## src/rtl/rename_retire_queue.sv

```systemverilog
// In-order retirement queue for the rename path: entries complete out of order,
// retire in program order and hand the displaced physical register back.
module rename_retire_queue #(
    parameter int DEPTH  = 16,
    parameter int ARCH_W = 5,
    parameter int PHYS_W = 6,
    parameter int TAG_W  = 4
) (
    input  logic              clk,
    input  logic              reset,
    input  logic              alloc_valid,
    output logic              alloc_ready,
    input  logic [ARCH_W-1:0] alloc_arch,
    input  logic [PHYS_W-1:0] alloc_new_phys,
    input  logic [PHYS_W-1:0] alloc_old_phys,
    output logic [TAG_W-1:0]  alloc_tag,
    input  logic              complete_valid,
    input  logic [TAG_W-1:0]  complete_tag,
    input  logic              flush,
    output logic              free_valid,
    output logic [PHYS_W-1:0] free_phys,
    input  logic              free_ready,
    output logic              commit_valid,
    output logic [ARCH_W-1:0] commit_arch,
    output logic [PHYS_W-1:0] commit_phys,
    output logic [TAG_W:0]    count
);

    localparam logic [TAG_W:0] PTR_ONE = {{TAG_W{1'b0}}, 1'b1};

    logic [TAG_W:0]    head_q;
    logic [TAG_W:0]    tail_q;
    logic [DEPTH-1:0]  valid_q;
    logic [DEPTH-1:0]  done_q;
    logic [ARCH_W-1:0] arch_q [DEPTH];
    logic [PHYS_W-1:0] new_q  [DEPTH];
    logic [PHYS_W-1:0] old_q  [DEPTH];

    logic [TAG_W-1:0] hidx;
    logic [TAG_W-1:0] tidx;
    logic             full;
    logic             cand;
    logic             arch_zero;
    logic             alloc_fire;
    logic             retire;

    assign hidx = head_q[TAG_W-1:0];
    assign tidx = tail_q[TAG_W-1:0];
    assign full = (hidx == tidx) && (head_q[TAG_W] != tail_q[TAG_W]);

    assign alloc_ready = !full;
    assign alloc_tag   = tidx;
    assign alloc_fire  = alloc_valid && alloc_ready;
    assign count       = tail_q - head_q;

    // x0 destinations have nothing to return, so they skip the free handshake
    assign cand         = valid_q[hidx] && done_q[hidx];
    assign arch_zero    = (arch_q[hidx] == '0);
    assign retire       = cand && (arch_zero || free_ready);
    assign free_valid   = cand && !arch_zero;
    assign free_phys    = old_q[hidx];
    assign commit_valid = retire;
    assign commit_arch  = arch_q[hidx];
    assign commit_phys  = new_q[hidx];

    always_ff @(posedge clk or negedge reset) begin
        if (!reset) begin
            head_q  <= '0;
            tail_q  <= '0;
            valid_q <= '0;
            done_q  <= '0;
        end else if (flush) begin
            head_q  <= '0;
            tail_q  <= '0;
            valid_q <= '0;
            done_q  <= '0;
        end else begin
            if (complete_valid && valid_q[complete_tag]) begin
                done_q[complete_tag] <= 1'b1;
            end
            // tail and head never share an index while both fire
            if (alloc_fire) begin
                valid_q[tidx] <= 1'b1;
                done_q[tidx]  <= 1'b0;
                tail_q        <= tail_q + PTR_ONE;
            end
            if (retire) begin
                valid_q[hidx] <= 1'b0;
                head_q        <= head_q + PTR_ONE;
            end
        end
    end

    always_ff @(posedge clk or negedge reset) begin
        if (!reset) begin
            for (int i = 0; i < DEPTH; i++) begin
                arch_q[i] <= '0;
                new_q[i]  <= '0;
                old_q[i]  <= '0;
            end
        end else if (alloc_fire && !flush) begin
            arch_q[tidx] <= alloc_arch;
            new_q[tidx]  <= alloc_new_phys;
            old_q[tidx]  <= alloc_old_phys;
        end
    end

endmodule
```

## config.mk

```make
export PLATFORM = sky130hd
export DESIGN_NAME = rename_retire_queue
export DESIGN_NICKNAME = d
export VERILOG_FILES = /design/src/rtl/rename_retire_queue.sv
export SDC_FILE = /design/constraint.sdc
export NUM_CORES = 1
export LEC_CHECK = 0
export ABC_AREA = 1
export CAP_MARGIN = 20
export CORE_MARGIN = 10
export CORE_UTILIZATION = 40
export DETAILED_ROUTE_END_ITERATION = 7
export PLACE_DENSITY = 0.67
export SYNTH_ARGS = -nofsm -noshare
export SYNTH_HDL_FRONTEND = slang
export SYNTH_SLANG_ARGS = --single-unit
```

## constraint.sdc

```tcl
create_clock -name clk -period 4.74 [get_ports clk]
set_clock_uncertainty 0.05 [all_clocks]
set_input_delay 0.711 -clock clk [delete_from_list [all_inputs] [get_ports clk]]
set_output_delay 0.711 -clock clk [all_outputs]
set_load 0.1 [all_outputs]
```

# --- Word level (Yosys, flattened, before mapping) ---
# Cells that the tools add are included.
word_totals:
  output_inout_bits: 29
  in_bits: 27
  ramBits: 0
  register_bits: 314
  rom_bits: 0
  latch_bits: 0
  n_memories: 0
op_classes:
  n_mux: 40
  n_shift: 0
  n_addsub: 3
  multipliers: 0
  bitwise: 8
  magnitude_cmp: 9
  div: 0
  reduce_logical: 18
  n_eq_ne: 2
op_table:
  columns: ["operator", "count"]
  rows:
  - ["$bwmux 96", 2]
  - ["$mux 16", 8]
  - ["$bwmux 80", 1]
  - ["$bmux 6 s4", 2]
  - ["$mux 5", 7]
  - ["$and 16x16->16", 2]
  - ["$not 16->16", 2]
  - ["$or 16x16->16", 2]
  - ["$mux 6", 5]
  - ["$demux 6 s4", 1]
  - ["$bmux 5 s4", 1]
  - ["$demux 5 s4", 1]
  - ["$lt 4x5->1 const B", 3]
  - ["$bmux 1 s4", 3]
  - ["$demux 1 s4", 3]
  - ["$ge 4x1->1 const B", 3]
  - ["$logic_and 1x1->1", 11]
  - ["$add 5x1->5 const B", 2]
  - ["$ge 5x5->1 const B", 2]
  - ["$not 4->5", 2]
  - ["$mux 1", 6]
  - ["$logic_not 5->1", 1]
  - ["$lt 5x1->1 const B", 1]
  - ["$sub 5x5->5", 1]
  - ["5 further kinds", 8]

# --- Depth between registers and ports, before layout ---
# Gate-level depths: netlist of the first run.
logic_depth:
  depth_word: 10
  mapped_depth: 18
  mapped_depth_nobuf: 13

# --- Worst setup path before layout of the first run ---
# No wires, ideal clock.
synth_timing:
  path_type: "reg2reg"
  from: "register head_q[1]"
  to: "register arch_q[35] (netlist name)"
  period_less_slack_ns: 3.857
  arrival_time_ns: 3.682
  stages_incl_launch_ff: 17
  slack_ns: 0.883
  path_buffers: 6
  setup_time_ns: 0.125
  path_cell_list: "dfrtp_1 buf_4 inv_2 buf_2 buf_2 buf_2 ha_1 nand2_1 inv_1 nand4_1 nand2_2 nor2_1 inv_2 buf_6 nor2_2 buf_6 mux2_4"
synth_via:
  elab_chain_len: 5
synth_rtl:
  columns: ["item", "line", "rtl"]
  rows:
  - ["start, declared", "31", "logic [TAG_W:0] head_q;"]
  - ["start signal, assigned", "89", "head_q <= head_q + PTR_ONE;"]
  - ["$eq 4x4->1", "49", "assign full = (hidx == tidx) && (head_q[TAG_W] != tail_q[TAG_W]);"]
  - ["$logic_and 1x1->1", "49", null]
  - ["$logic_not 1->1", "51", "assign alloc_ready = !full;"]
  - ["named net alloc_ready", "12", "output logic alloc_ready,"]
  - ["$logic_and 1x1->1", "53", "assign alloc_fire = alloc_valid && alloc_ready;"]
  - ["$logic_and 1x1->1", "101", "end else if (alloc_fire && !flush) begin"]
  - ["end signal, assigned by index", "102", "arch_q[tidx] <= alloc_arch;"]
  - ["end, declared", "35", "logic [ARCH_W-1:0] arch_q [DEPTH];"]
# The timed path passes the listed nets, and every way through them passes these cells.
# A chain may end at the register's enable or synchronous reset.

# --- Worst setup path after layout of the first run ---
layout_timing:
  from: "register head_q[0]"
  to: "output commit_valid"
layout_via:
  elab_chain_len: 7
  elab_cells_between_ends: 12
  classes_between: "7 x mux; 1 x bitwise; 4 x reduce/logical"
layout_rtl:
  columns: ["item", "line", "rtl"]
  rows:
  - ["$not 4->5 (implied by the code)", "58", "assign arch_zero = (arch_q[hidx] == '0);"]
  - ["$bmux 5 s4", "58", null]
  - ["$mux 5 (implied by the code) (2 in series)", "58", null]
  - ["$logic_not 5->1", "58", null]
  - ["$logic_or 1x1->1", "59", "assign retire = cand && (arch_zero || free_ready);"]
  - ["$logic_and 1x1->1 *", "59", null]
  - ["end, declared", "23", "output logic commit_valid,"]
# Every way passes the cells marked *; elsewhere a longest branch is shown, timed or not. The select of a mux whose other input is x is not followed.

==> results of run 1 <==
[placed cells by master, fill, tap and decap left out, types with 3 or more instances in the layout]
master                            count
sky130_fd_sc_hd__buf_4               52
sky130_fd_sc_hd__clkbuf_1             7
sky130_fd_sc_hd__clkdlybuf4s50_1     29
sky130_fd_sc_hd__a21oi_1            140
sky130_fd_sc_hd__inv_1              260
sky130_fd_sc_hd__clkinv_2             5
sky130_fd_sc_hd__nand2_1            465
sky130_fd_sc_hd__o21ai_0            344
sky130_fd_sc_hd__nand3_1             58
sky130_fd_sc_hd__clkbuf_8             8
sky130_fd_sc_hd__nand4_1             10
sky130_fd_sc_hd__nor2_2              14
sky130_fd_sc_hd__xor2_1               5
sky130_fd_sc_hd__mux2_2              33
sky130_fd_sc_hd__nor2_1              62
sky130_fd_sc_hd__o21ai_2              4
sky130_fd_sc_hd__mux2_4              22
sky130_fd_sc_hd__o211ai_1             6
sky130_fd_sc_hd__buf_12               5
sky130_fd_sc_hd__bufinv_16            4
sky130_fd_sc_hd__ha_1                12
sky130_fd_sc_hd__dfrtp_1            312
sky130_fd_sc_hd__a2111o_1            12
sky130_fd_sc_hd__o21ai_1              9
sky130_fd_sc_hd__a21boi_0            24
sky130_fd_sc_hd__clkbuf_16           36
sky130_fd_sc_hd__inv_2                3
sky130_fd_sc_hd__a21oi_2              5
sky130_fd_sc_hd__o22ai_1             15
[stage by stage]
step	utilization	hold WS [ns]	std cells	power, mW	setup WS (ns)
5_1_grt	0.4538	0.2942	2511	7.147	0.08263
4_1_cts	0.4538	0.2541	2511	6.930	0.3474
6_report	0.4538	0.1763	2511	6.864	0.3302
2_1_floorplan	-	0.3654	1976	3.697	0.8833
3_5_place_dp	0.4225	0.4111	2446	3.999	0.9256
3_3_place_gp	0.4225	0.4072	2446	3.975	0.9765
[path summary, 6_finish.rpt]
path | to | slack, ns | depth (start not counted)
setup / recovery | commit_valid | 0.33 | 12
hold / removal | tail_q[0]$_DFFE_PN0P_ | 0.18 | 1
setup reg to reg | arch_q[0]$_DFFE_PN0P_ | 1.14 | 10
hold reg to reg | old_q[5]$_DFFE_PN0P_ | 0.43 | 2
max in group asynchronous | old_q[17]$_DFFE_PN0P_ | 3.43 | 2
min in group clk | old_q[5]$_DFFE_PN0P_ | 0.43 | 2
[flip-flops by register name (all words and copies together) (netlist names)]
signal,flops
head_q,5
tail_q,5
done_q,16
new_q,96
arch_q,80
valid_q,16
old_q,96
[worst max-delay path: stages (launching register included)]
cell and delay, ns:
sky130_fd_sc_hd__dfrtp_4 0.87, sky130_fd_sc_hd__buf_4 0.59, sky130_fd_sc_hd__nand2_1 0.12, sky130_fd_sc_hd__o211ai_1 0.10, sky130_fd_sc_hd__nand2_1 0.07, sky130_fd_sc_hd__nand2_1 0.06, sky130_fd_sc_hd__nand2_1 0.07, sky130_fd_sc_hd__nor2_1 0.19
sky130_fd_sc_hd__nand2_1 0.16, sky130_fd_sc_hd__o21bai_4 0.29, sky130_fd_sc_hd__nand2_4 0.21, sky130_fd_sc_hd__inv_1 0.15, sky130_fd_sc_hd__buf_12 0.18
[power groups by stage]
stage                     Sequential (mW)  Combinational [mW]  Clock [mW]
final                                2.98               0.972        2.91
after floorplan                      3.00               0.696           0
after global placement               3.02               0.959           0
after detailed placement             3.02               0.975           0
after CTS                            2.98               0.981        2.97
after global routing                 3.00                1.06        3.09
[kinds of logic (layout without fill, tap and decap cells)]
logic type               after synthesis  in the layout
flip-flops                           314            314
XOR/XNOR                               7              7
buffers and inverters                407            417
AO/OA/AOI/OAI                        563            563
multiplexers                          56             56
AND/OR/NAND/NOR                      616            616
adder cells (fa/ha/maj)               13             13
[per-layer routing]
metal | up-vias | wire length, um | part of all wire
li1 | 6294 | - | -
met1 | 6411 | 20210 | 0.45
met2 | 442 | 20980 | 0.46
met3 | 79 | 3152 | 0.069
met4 | 0 | 1028 | 0.023
met5 | - | 0 | 0
[final cells by class]
cell class	count	area, um^2
Fill cell	3857	21700
Timing Repair Buffer	88	800.8
Inverter	264	996.0
Clock buffer	51	1037
Multi-Input combinational cell	1255	6469
Clock inverter	14	206.4
Tap cell	525	656.9
Sequential cell	314	7865
==> impl_metrics.toml, run 1 <==
[power_and_ir_drop]
vdd_drop_max_v = 0.0003386
p_comb_frac = 0.142
leakage_nw = 8.616
p_int_mw = 4.931
power.sequential.fraction = 0.434
netSwitchingFraction = 0.2816
pwr_density_cell_nw_per_um2 = 380.7
power.switching_mw = 1.933
power.clock.fraction = 0.425

[synthesis]
synth_warnings = 0
post_synth_fa_ha_maj_area_fraction = 0.01061
postSynthRegisterBits = 314
synth.cell_area_um2 = 16040
compound_cell_area_share_of_the_yosys_netlist = 0.1897
syn-instance-count = 1976
synthSimpleGateAreaFrac = 0.1525
synth.most_common_cell = "sky130_fd_sc_hd__nand2_1"
ys_seq_area_frac = 0.4897
synth_edf_count = 0
combinational_family_with_the_most_area_after_synthesis = "compound AO/OA/AOI/OAI gates"
synth.top_cell.area_share = 0.4897
post-synth-top-area-cell = "sky130_fd_sc_hd__dfrtp_1"
ys.flop_type = "sky130_fd_sc_hd__dfrtp_1"
yosys-mux-area-fraction = 0.04445
synth_nets = 2016
synthArstFlopShare = 1.000
synth_xor_area_frac = 0.003821
post_synth_main_area_contributors = "sky130_fd_sc_hd__dfrtp_1 (49%), sky130_fd_sc_hd__nand2_1 (11%), sky130_fd_sc_hd__o21ai_0 (11%)"
cell_variety_after_synth = 40
ys_top_cells_by_count = "sky130_fd_sc_hd__nand2_1 (465), sky130_fd_sc_hd__o21ai_0 (344), sky130_fd_sc_hd__dfrtp_1 (314), sky130_fd_sc_hd__inv_1 (260), sky130_fd_sc_hd__a21oi_1 (140)"
synthesis.area_per_instance_um2 = 8.120

[timing]
setup_violations = 0
timing.setup.tns_ns = 0
clock.fmax_ghz = 0.2268
worst_slew_margin_rel = 0.2993
final_report_max_slew_violation_count = 0
period_share = 0.9303
timing.final.hold_violations = 0
grt_setup_unrepaired = "no"
worst_slew_pin_slew_ns = 1.051
timing.final.crit_period_ns = 4.410

[clock_tree]
post_cts.resized_instances = 0
postCtsSetupRepairBufs = 0
cts.clk_slew.worst_paths_ns = 0.06
ctsHoldBuffers = 0
tritoncts_clock_tree = "built"
ctsLongestPathBuffers = 3
insertion_delay_ns = 0.55
cts_buffers = 36
htree_num_levels = 2
cts_num_sinks = 314
clk_root_buffer_cell = "sky130_fd_sc_hd__clkbuf_16"

[grt]
grt_start_max_net_pins = 122
grt_first_pass_wirelength_um = 72260
grt_resource_usage_total = 0.1873
grt-busiest-layer = "met2"
global_route.usage.met2 = 0.3007
initial_antenna_violation_count = 0
sum_of_overflow_across_all_layers_after_global_routing = 0
global_routing_met1_resource_utilization = 0.2548
first_global_vias = 12990
globalRouteMet3Util = 0.03141

[cells_and_area]
final_layout_size_suffix_gt1_frac = 0.1047
final_net_count = 1999
finish.instance_area_um2 = 18030
area_growth_syn_to_layout_pct = 12.38
antenna-diode-count = 0

[placed_design]
gp_congestion = 0.8651
portBuffers = 55
detailed_place_hpwl_um = 26850
postPlaceCellArea_um2 = 16790

[critical_path]
path_max_fanout = 60
critical_path_class = "reg -> out"
critPathArrivalTime_ns = 3.65
critical_path.reg2reg.startpoint = "head_q[0]$_DFFE_PN0P_"
end_kind = "primary output"
critical_path.startpoint = "head_q[0]$_DFFE_PN0P_"
crit_required_ns = 3.98
critical_path.startpoint_type = "flip-flop"

[routing]
num_vias = 13230
totalWireLength_um = 45370
drt_drc_violations_left = 0
drt_iter0_markers = 1155
post_drt_wl_per_cell_um = 18.07
avgViaCountPerCell = 5.267
number_of_nets_with_antenna_violations_after_routing = 0
first_pass_iters = 7

[die]
core_area_um2 = 39730
starting_density = 0.4038
num_io_pins = 56
rows = 73
die_y_um = 220.3
chipWidth_um = 220.3
die_area_um2 = 48520

[job]
max-cap-violations = 0

[worst_hold_path]
hold_path.class = "in -> async"

[run_status]
run_status = "complete, no violations"
(Power assumes the default switching activity.)
==> run 2: changes to the inputs <==
- CORE_ASPECT_RATIO: not set -> 0.5
==> impl_metrics.toml, run 2 (synthesized netlist as in run 1, its figures left out) <==
[critical_path]
path_common_cell = "sky130_fd_sc_hd__nand2_1"
critical_path_class = "reg -> out"
critPathArrivalTime_ns = 3.73
cpPeakStageDelay_ns = 0.71
cp.buffers_inverters = 3
critical_path.startpoint_type = "flip-flop"
critical_path.top_delay_family = "buffers and inverters"
critical_path.slowest_cell = "sky130_fd_sc_hd__dfrtp_4"
end_kind = "primary output"
crit_required_ns = 3.98
path_max_fanout = 108
timing.critical_path.cells = "inv_6, nand2_1, nand3_1, o21ai_1, nand2_1, nand2_1, nor2_1, nand2_1, o21bai_4, nand2_4, inv_1, buf_12"

[worst_hold_path]
hold_path.class = "in -> async"

[routing]
post_drt_wl_per_cell_um = 17.78
first_pass_iters = 5
number_of_nets_with_antenna_violations_after_routing = 0
num_vias = 13130
totalWireLength_um = 44620
drt_drc_violations_left = 0
drt_iter0_markers = 1210
avgViaCountPerCell = 5.231

[die]
rows = 51
starting_density = 0.4088
die_area_um2 = 49010
die_y_um = 161.6
num_io_pins = 56
chipWidth_um = 303.2
core_area_um2 = 39240

[power_and_ir_drop]
p_int_mw = 4.806
power.switching_mw = 1.883
p_comb_frac = 0.145
pwr_density_cell_nw_per_um2 = 371.9
netSwitchingFraction = 0.2815
power.sequential.fraction = 0.445
vdd_drop_max_v = 0.0003071
power.clock.fraction = 0.411
leakage_nw = 8.558

[cells_and_area]
number_of_fill_cells_in_the_layout = 3763
final_layout_size_suffix_gt1_frac = 0.1041
postLayoutCoreUtil = 0.4582
layout.cells.most_common = "sky130_fd_sc_hd__nand2_1"
multi_input_comb_area_um2 = 6474
ff_latch_area_um2 = 7865
largest_registers = "new_q (96), old_q (96), arch_q (80)"
final_net_count = 1994
most-common-layout-cells = "sky130_fd_sc_hd__nand2_1 (465), sky130_fd_sc_hd__o21ai_0 (344), sky130_fd_sc_hd__dfrtp_1 (312), sky130_fd_sc_hd__inv_1 (260), sky130_fd_sc_hd__a21oi_1 (140)"
area_growth_syn_to_layout_pct = 12.08

[timing]
worst_slew_pin_slew_ns = 1.052
final_report_max_slew_violation_count = 0
worst_slew_margin_rel = 0.2984
setup_violations = 0
clock.fmax_ghz = 0.2228
grt_setup_unrepaired = "no"
period_share = 0.9468
timing.final.crit_period_ns = 4.488
timing.final.hold_violations = 0
timing.setup.tns_ns = 0

[run_status]
run_status = "complete, no violations"

[placed_design]
detailed_place_hpwl_um = 27070
gp_congestion = 0.8499
portBuffers = 55

[clock_tree]
cts_buffers = 31
clk_root_buffer_cell = "sky130_fd_sc_hd__clkbuf_16"
cts.clk_slew.worst_paths_ns = 0.07
htree_num_levels = 1
insertion_delay_ns = 0.58
cts_num_sinks = 314
postCtsSetupRepairBufs = 0
ctsLongestPathBuffers = 3
ctsHoldBuffers = 0
post_cts.resized_instances = 0
tritoncts_clock_tree = "built"

[grt]
first_global_vias = 12690
global_routing_met1_resource_utilization = 0.2589
grt_first_pass_wirelength_um = 72170
global_route.usage.met2 = 0.2838
initial_antenna_violation_count = 1
grt_resource_usage_total = 0.1816
globalRouteMet3Util = 0.02669
sum_of_overflow_across_all_layers_after_global_routing = 0
grt-busiest-layer = "met2"
grt_start_max_net_pins = 118

[job]
max-cap-violations = 0
## run 2: power groups by stage
stage                     registers [mW]  logic (mW)  clock network (mW)
after floorplan                     3.00       0.696                   0
after global placement              3.01       0.959                   0
after detailed placement            3.02       0.968                   0
after CTS                           2.97       0.974                2.79
after global routing                2.99        1.06                2.90
final                               2.97       0.967                2.75
## run 2: layout make-up
cell class	count	share of cell area
sequential	314	0.4374
multi-input combinational	1255	0.3600
inverter	264	0.05539
timing repair buffer	88	0.04731
clock buffer	38	0.04627
tap	530	0.03688
clock inverter	20	0.01663
antenna	1	0.0001392
## run 2: worst paths after layout
kind	to	slack, ns	depth (start not counted)	start
setup / recovery	commit_valid	0.25	12	head_q[0]$_DFFE_PN0P_
setup reg to reg	arch_q[43]$_DFFE_PN0P_	1.22	11	head_q[0]$_DFFE_PN0P_
max in group asynchronous	old_q[2]$_DFFE_PN0P_	3.42	2	reset
hold / removal	old_q[63]$_DFFE_PN0P_	0.12	1	reset
min in group clk	old_q[0]$_DFFE_PN0P_	0.43	2	old_q[0]$_DFFE_PN0P_
hold reg to reg	old_q[0]$_DFFE_PN0P_	0.43	2	old_q[0]$_DFFE_PN0P_
## run 2: routing by layer
layer,routed length (um),vias up
li1,-,6293
met1,21080,6356
met2,19670,406
met3,2711,75
met4,1153,0
met5,0,-
## run 2: stage by stage
step | instances | setup slack [ns] | total power, mW | hold WS, ns | instance area [um^2]
6_report | 2510 | 0.2523 | 6.688 | 0.1183 | 17980
4_1_cts | 2509 | 0.3425 | 6.732 | 0.1919 | 17980
3_3_place_gp | 2451 | 1.026 | 3.974 | 0.4099 | 16850
2_1_floorplan | 1976 | 0.8833 | 3.697 | 0.3654 | 16040
5_1_grt | 2510 | 0.04694 | 6.951 | 0.2036 | 17980
3_5_place_dp | 2451 | 0.9709 | 3.989 | 0.4109 | 16850
